## src/rtl/mux_arb_rr_pkg.sv

```systemverilog
// Shared constants and output-register state encoding for mux_arb_rr.
package mux_arb_rr_pkg;

  localparam int unsigned MUX_ARB_WIDTH = 8;
  localparam int unsigned MUX_ARB_CH    = 4;

  typedef enum logic {
    ST_EMPTY = 1'b0,
    ST_FULL  = 1'b1
  } out_state_e;

endpackage

```

## src/rtl/mux_arb_rr_rr_arbiter.sv

```systemverilog
// Combinational channel arbiter: round-robin from ptr, or fixed lowest-index
// priority when MUX_ARB_FIXED_PRI_EN is defined.
module rr_arbiter #(
  parameter int unsigned CH   = 4,
  parameter int unsigned IDXW = $clog2(CH)
) (
  input  logic [CH-1:0]   req,
  input  logic [IDXW-1:0] ptr,
  output logic [CH-1:0]   grant,
  output logic [IDXW-1:0] grant_idx
);

  logic        found;
  int unsigned idx;

`ifdef MUX_ARB_FIXED_PRI_EN
  logic unused_ptr;
  assign unused_ptr = ^ptr;

  always_comb begin
    grant     = '0;
    grant_idx = '0;
    found     = 1'b0;
    idx       = 0;
    for (int unsigned i = 0; i < CH; i++) begin
      idx = i;
      if (!found && req[idx]) begin
        grant[idx] = 1'b1;
        grant_idx  = IDXW'(idx);
        found      = 1'b1;
      end
    end
  end
`else
  // Search upward from ptr, wrapping CH-1 -> 0; the first requester wins.
  always_comb begin
    grant     = '0;
    grant_idx = '0;
    found     = 1'b0;
    idx       = 0;
    for (int unsigned off = 0; off < CH; off++) begin
      idx = (32'(ptr) + off) % CH;
      if (!found && req[idx]) begin
        grant[idx] = 1'b1;
        grant_idx  = IDXW'(idx);
        found      = 1'b1;
      end
    end
  end
`endif

endmodule

```

## src/rtl/mux_arb_rr.sv

```systemverilog
// N-channel registered mux with valid/ready handshake and round-robin grant.
// Define MUX_ARB_FIXED_PRI_EN for fixed lowest-index priority (no ptr register).
module mux_arb_rr
  import mux_arb_rr_pkg::*;
#(
  parameter  int unsigned WIDTH = MUX_ARB_WIDTH,
  parameter  int unsigned CH    = MUX_ARB_CH,
  localparam int unsigned IDXW  = $clog2(CH)
) (
  input  logic                clk,
  input  logic                rst_n,
  input  logic [CH*WIDTH-1:0] in_data,
  input  logic [CH-1:0]       in_valid,
  output logic [CH-1:0]       in_ready,
  output logic [WIDTH-1:0]    out_data,
  output logic [IDXW-1:0]     out_sel,
  output logic                out_valid,
  input  logic                out_ready
);

  out_state_e       state_q, state_d;
  logic [WIDTH-1:0] data_q, data_d;
  logic [IDXW-1:0]  sel_q, sel_d;
  logic [IDXW-1:0]  ptr_cur;
  logic [CH-1:0]    grant;
  logic [IDXW-1:0]  grant_idx;
  logic             load_en;
  logic             xfer;

`ifdef MUX_ARB_FIXED_PRI_EN
  assign ptr_cur = '0;
`else
  logic [IDXW-1:0] ptr_q, ptr_d;
  assign ptr_cur = ptr_q;
`endif

  rr_arbiter #(
    .CH   (CH),
    .IDXW (IDXW)
  ) u_arb (
    .req       (in_valid),
    .ptr       (ptr_cur),
    .grant     (grant),
    .grant_idx (grant_idx)
  );

  assign out_valid = (state_q == ST_FULL);
  assign out_data  = data_q;
  assign out_sel   = sel_q;
  assign load_en   = !out_valid || out_ready;
  // Gating with rst_n keeps in_ready low throughout reset, not just after the edge.
  assign in_ready  = grant & {CH{load_en & rst_n}};
  assign xfer      = |(in_valid & in_ready);

  always_comb begin
    state_d = state_q;
    data_d  = data_q;
    sel_d   = sel_q;
`ifndef MUX_ARB_FIXED_PRI_EN
    ptr_d   = ptr_q;
`endif
    if (load_en) begin
      if (xfer) begin
        state_d = ST_FULL;
        sel_d   = grant_idx;
        for (int unsigned i = 0; i < CH; i++) begin
          if (grant[i]) data_d = in_data[i*WIDTH +: WIDTH];
        end
`ifndef MUX_ARB_FIXED_PRI_EN
        ptr_d = (grant_idx == IDXW'(CH-1)) ? '0 : grant_idx + 1'b1;
`endif
      end else begin
        state_d = ST_EMPTY;
      end
    end
  end

  always_ff @(posedge clk or negedge rst_n) begin
    if (!rst_n) begin
      state_q <= ST_EMPTY;
      data_q  <= '0;
      sel_q   <= '0;
`ifndef MUX_ARB_FIXED_PRI_EN
      ptr_q   <= '0;
`endif
    end else begin
      state_q <= state_d;
      data_q  <= data_d;
      sel_q   <= sel_d;
`ifndef MUX_ARB_FIXED_PRI_EN
      ptr_q   <= ptr_d;
`endif
    end
  end

endmodule

```

## config.mk

```make
export PLATFORM = sky130hd
export DESIGN_NAME = mux_arb_rr
export DESIGN_NICKNAME = d
export VERILOG_FILES = /design/src/rtl/mux_arb_rr_pkg.sv /design/src/rtl/mux_arb_rr_rr_arbiter.sv /design/src/rtl/mux_arb_rr.sv
export SDC_FILE = /design/constraint.sdc
export NUM_CORES = 1
export LEC_CHECK = 0
export CAP_MARGIN = 20
export CORE_MARGIN = 1.5
export CORE_UTILIZATION = 43
export DETAILED_ROUTE_END_ITERATION = 10
export PLACE_DENSITY = 0.8
export SYNTH_ARGS = -nofsm -noshare
export SYNTH_HDL_FRONTEND = slang
export SYNTH_HIERARCHICAL = 1
export SYNTH_SLANG_ARGS = --single-unit
```

## constraint.sdc

```tcl
create_clock -name clk -period 4.7 [get_ports clk]
set_input_delay 0.47 -clock clk [delete_from_list [all_inputs] [get_ports clk]]
set_output_delay 0.47 -clock clk [all_outputs]
set_load 0.005 [all_outputs]
```

==> impl_metrics.env <==
export IMPL_synth_distinct_cells=40
export IMPL_h_tree_depth=1
export IMPL_synth_seq_area_share_pct=24.0
export IMPL_route_detailed_drc=0
export IMPL_track_usage_pct=20.9
export IMPL_stdcell_area_mm2=0.00189
export IMPL_die_h_um=59.1
export IMPL_syn_avg_cell_area_um2=9.82
export IMPL_die_area_mm2=0.00350
export IMPL_grt_overflow_total=0
export IMPL_skew_ps=2.32
export IMPL_synth_common_cells="17 x inv_1, 13 x dfrtp_1, 11 x nand2_1"
export IMPL_clock_sinks=13
export IMPL_clock_path_buffers=2
export IMPL_routedWlPerCell_um=15.8
export IMPL_die_w_um=59.1
export IMPL_core_area_mm2=0.00303
export IMPL_swShare_pct=41.6
export IMPL_synth_fp_nets=183
export IMPL_diodes=0
export IMPL_arrival_ps=3530
export IMPL_vias=1287
export IMPL_cts_root_buf="clkbuf_4"
export IMPL_hold_viol_final=0
export IMPL_ctsResizeCount=0
export IMPL_setup_violations=0
export IMPL_reg2reg_slack_ps=990
export IMPL_clk_pin_slew_worst_paths_ps=80
export IMPL_grt_pass1_vias=1218
export IMPL_synth_largest_area_cell="dfrtp_1"
export IMPL_p_switching_uw=516
export IMPL_hold_class="register to register"
export IMPL_clock_fmax_mhz=250
export IMPL_path_max_fanout=19
export IMPL_grt_setup_unrepaired="false"
export IMPL_start_util_pct=44.8
export IMPL_register_area_um2=325
export IMPL_async_reset_ff_share_pct=100
export IMPL_portBuffers=53
export IMPL_worst_pin_slew_ps=810
export IMPL_core_rowCount=20
export IMPL_irDropWorstVdd_uv=312
export IMPL_cts_buffers=3
export IMPL_cts_tree="built"
export IMPL_nFillCells=264
export IMPL_synth_top_area_share_pct=24.0
export IMPL_required_ps=4230
export IMPL_ios=54
export IMPL_antenna_left=0
export IMPL_synthCells=138
export IMPL_reg2reg_depth=9
export IMPL_hold_start="out_data[1]$_DFFE_PN0P_"
export IMPL_power_frac_comb_pct=75.2
export IMPL_drive_gt1_share_pct=15.7
export IMPL_final_nets=231
export IMPL_dpl_hpwl_um=2810
export IMPL_power_leakage_uw=0.000831
export IMPL_post_cts_buffers=0
export IMPL_syn_area_mm2=0.00136
export IMPL_internal_power_uw=725
export IMPL_synth_ff_type="dfrtp_1"
export IMPL_cap_violations=0
export IMPL_ys_warn_count=6
export IMPL_crit_path_end="in_ready[1]"
export IMPL_synth_seq_cells=13
export IMPL_status="finished, final reports clean"
export IMPL_first_pass_iters=5
export IMPL_synthToLayoutAreaGrowth_pct=39.5
export IMPL_dpl_instance_area_mm2=0.00186
export IMPL_worstSkewPairLatency_ps=270
export IMPL_finalCritPeriodShare_pct=85.2
export IMPL_crit_type="register to output pin"
export IMPL_synth_edf_count=0
export IMPL_end_kind="output pin"
export IMPL_power_density_mw_per_mm2=657
export IMPL_grt_antenna_before_repair=0
export IMPL_post_route_min_period_ps=4000
export IMPL_grt_pass1_wl_um=5560
export IMPL_place_gp_congestion=0.826
export IMPL_synth_most_common_cell="inv_1"
export IMPL_wirelength_um=3610
export IMPL_r2r_start="ptr_cur[0]$_DFFE_PN0P_"
export IMPL_cts_hold_buf=0
export IMPL_critPathLaunchType="register"
export IMPL_critical_path_startpoint="ptr_cur[0]$_DFFE_PN0P_"
export IMPL_netlist_top_cells_area="dfrtp_1 24%, mux2_4 10%, mux2i_1 7.4%"
export IMPL_p_seq_share_pct=19.3
export IMPL_grt_max_degree=20
export IMPL_tns_ps=0
export IMPL_p_clk_share_pct=5.5
export IMPL_multi_input_area_um2=890
export IMPL_via_per_inst=5.62
export IMPL_drv_slew=0
export IMPL_r2r_end="out_data[3]$_DFFE_PN0P_"
export IMPL_first_iter_violations=82
export IMPL_slew_limit_headroom_pct=45.8
layout make-up:
| class | count | share of cell area (%) |
|---|---|---|
| repair buffers | 53 | 28.1 |
| multi-input cells | 98 | 47.1 |
| flip-flops and latches | 13 | 17.2 |
| well taps | 44 | 2.91 |
| clock buffers | 4 | 1.39 |
| inverters | 17 | 3.38 |
worst min-delay path by stage:
| stage | slack (ps) | to | depth (start not counted) |
|---|---|---|---|
| 3_5_place_dp | 500 | out_data[6]$_DFFE_PN0P_ | 1 |
| 6_report | 520 | out_data[1]$_DFFE_PN0P_ | 1 |
| 2_1_floorplan | 170 | out_data[0]$_DFFE_PN0P_ | 0 |
| 5_1_grt | 530 | out_data[2]$_DFFE_PN0P_ | 1 |
| 3_3_place_gp | 490 | out_data[1]$_DFFE_PN0P_ | 1 |
| 4_1_cts | 520 | out_data[2]$_DFFE_PN0P_ | 1 |
cells in the final DEF, fill, tap and decap left out, types with 2 or more instances in the layout:
| master | instances |
|---|---|
| clkdlybuf4s50_1 | 53 |
| inv_1 | 17 |
| dfrtp_1 | 13 |
| nand2_1 | 11 |
| mux2i_1 | 10 |
| mux2_4 | 9 |
| o21ai_0 | 8 |
| a222oi_1 | 6 |
| ha_1 | 6 |
| nor2_1 | 5 |
| nor3b_1 | 4 |
| a221o_2 | 4 |
| nand2b_1 | 3 |
| and3_1 | 3 |
| mux2_2 | 3 |
| clkbuf_4 | 3 |
| mux4_2 | 3 |
| a221oi_1 | 2 |
| and3b_1 | 2 |
| a31oi_1 | 2 |
metrics by stage:
| step | std cells | hold slack (ps) | worst slack (ps) | util [%] | total power (uW) |
|---|---|---|---|---|---|
| detailed placement | 225 | 500 | 971 | 61.6 | 1180 |
| global placement | 225 | 489 | 1100 | 61.6 | 1130 |
| CTS | 229 | 520 | 664 | 62.4 | 1250 |
| floorplan | 138 | 174 | 1530 | - | 930 |
| global route | 229 | 531 | 382 | 62.4 | 1340 |
| finish | 229 | 516 | 696 | 62.4 | 1240 |
flip-flops by register name (all words and copies together) (netlist names):
signal / count
out_sel: 2
out_data: 8
ptr_cur: 2
out_valid: 1
power by group through the flow:
stage	logic, uW	clock network (uW)	registers [uW]
floorplan	719	0	212
global placement	896	0	236
detailed placement	932	0	244
CTS	934	71.0	241
global route	1010	75.6	251
finish	933	67.8	240
per-layer routing:
metal | vias to the layer above | part of all wire [%] | GRT usage [%]
met5 | - | 0 | 0
met4 | 0 | 1.4 | 7.79
met3 | 10 | 10 | 3.93
met2 | 71 | 49 | 37.9
met1 | 602 | 40 | 24.0
li1 | 604 | - | -
worst max-delay path, cell delays in order, from the launching register on:
cell and delay, ps:
dfrtp_1 720, inv_1 170, ha_1 440, mux4_2 400, or2_4 290, nor2b_4 140
a221o_2 370, and3_2 240, clkdlybuf4s50_1 490
logic make-up after synthesis:
family          Yosys count  synth area share [%]
flops                    13                  24.0
fa+ha+maj                 6                  5.54
buf+inv                  27                  10.3
mux                      25                  24.8
compound gates           32                  20.6
simple gates             35                  14.7
Power figures use the tool's default switching activity.
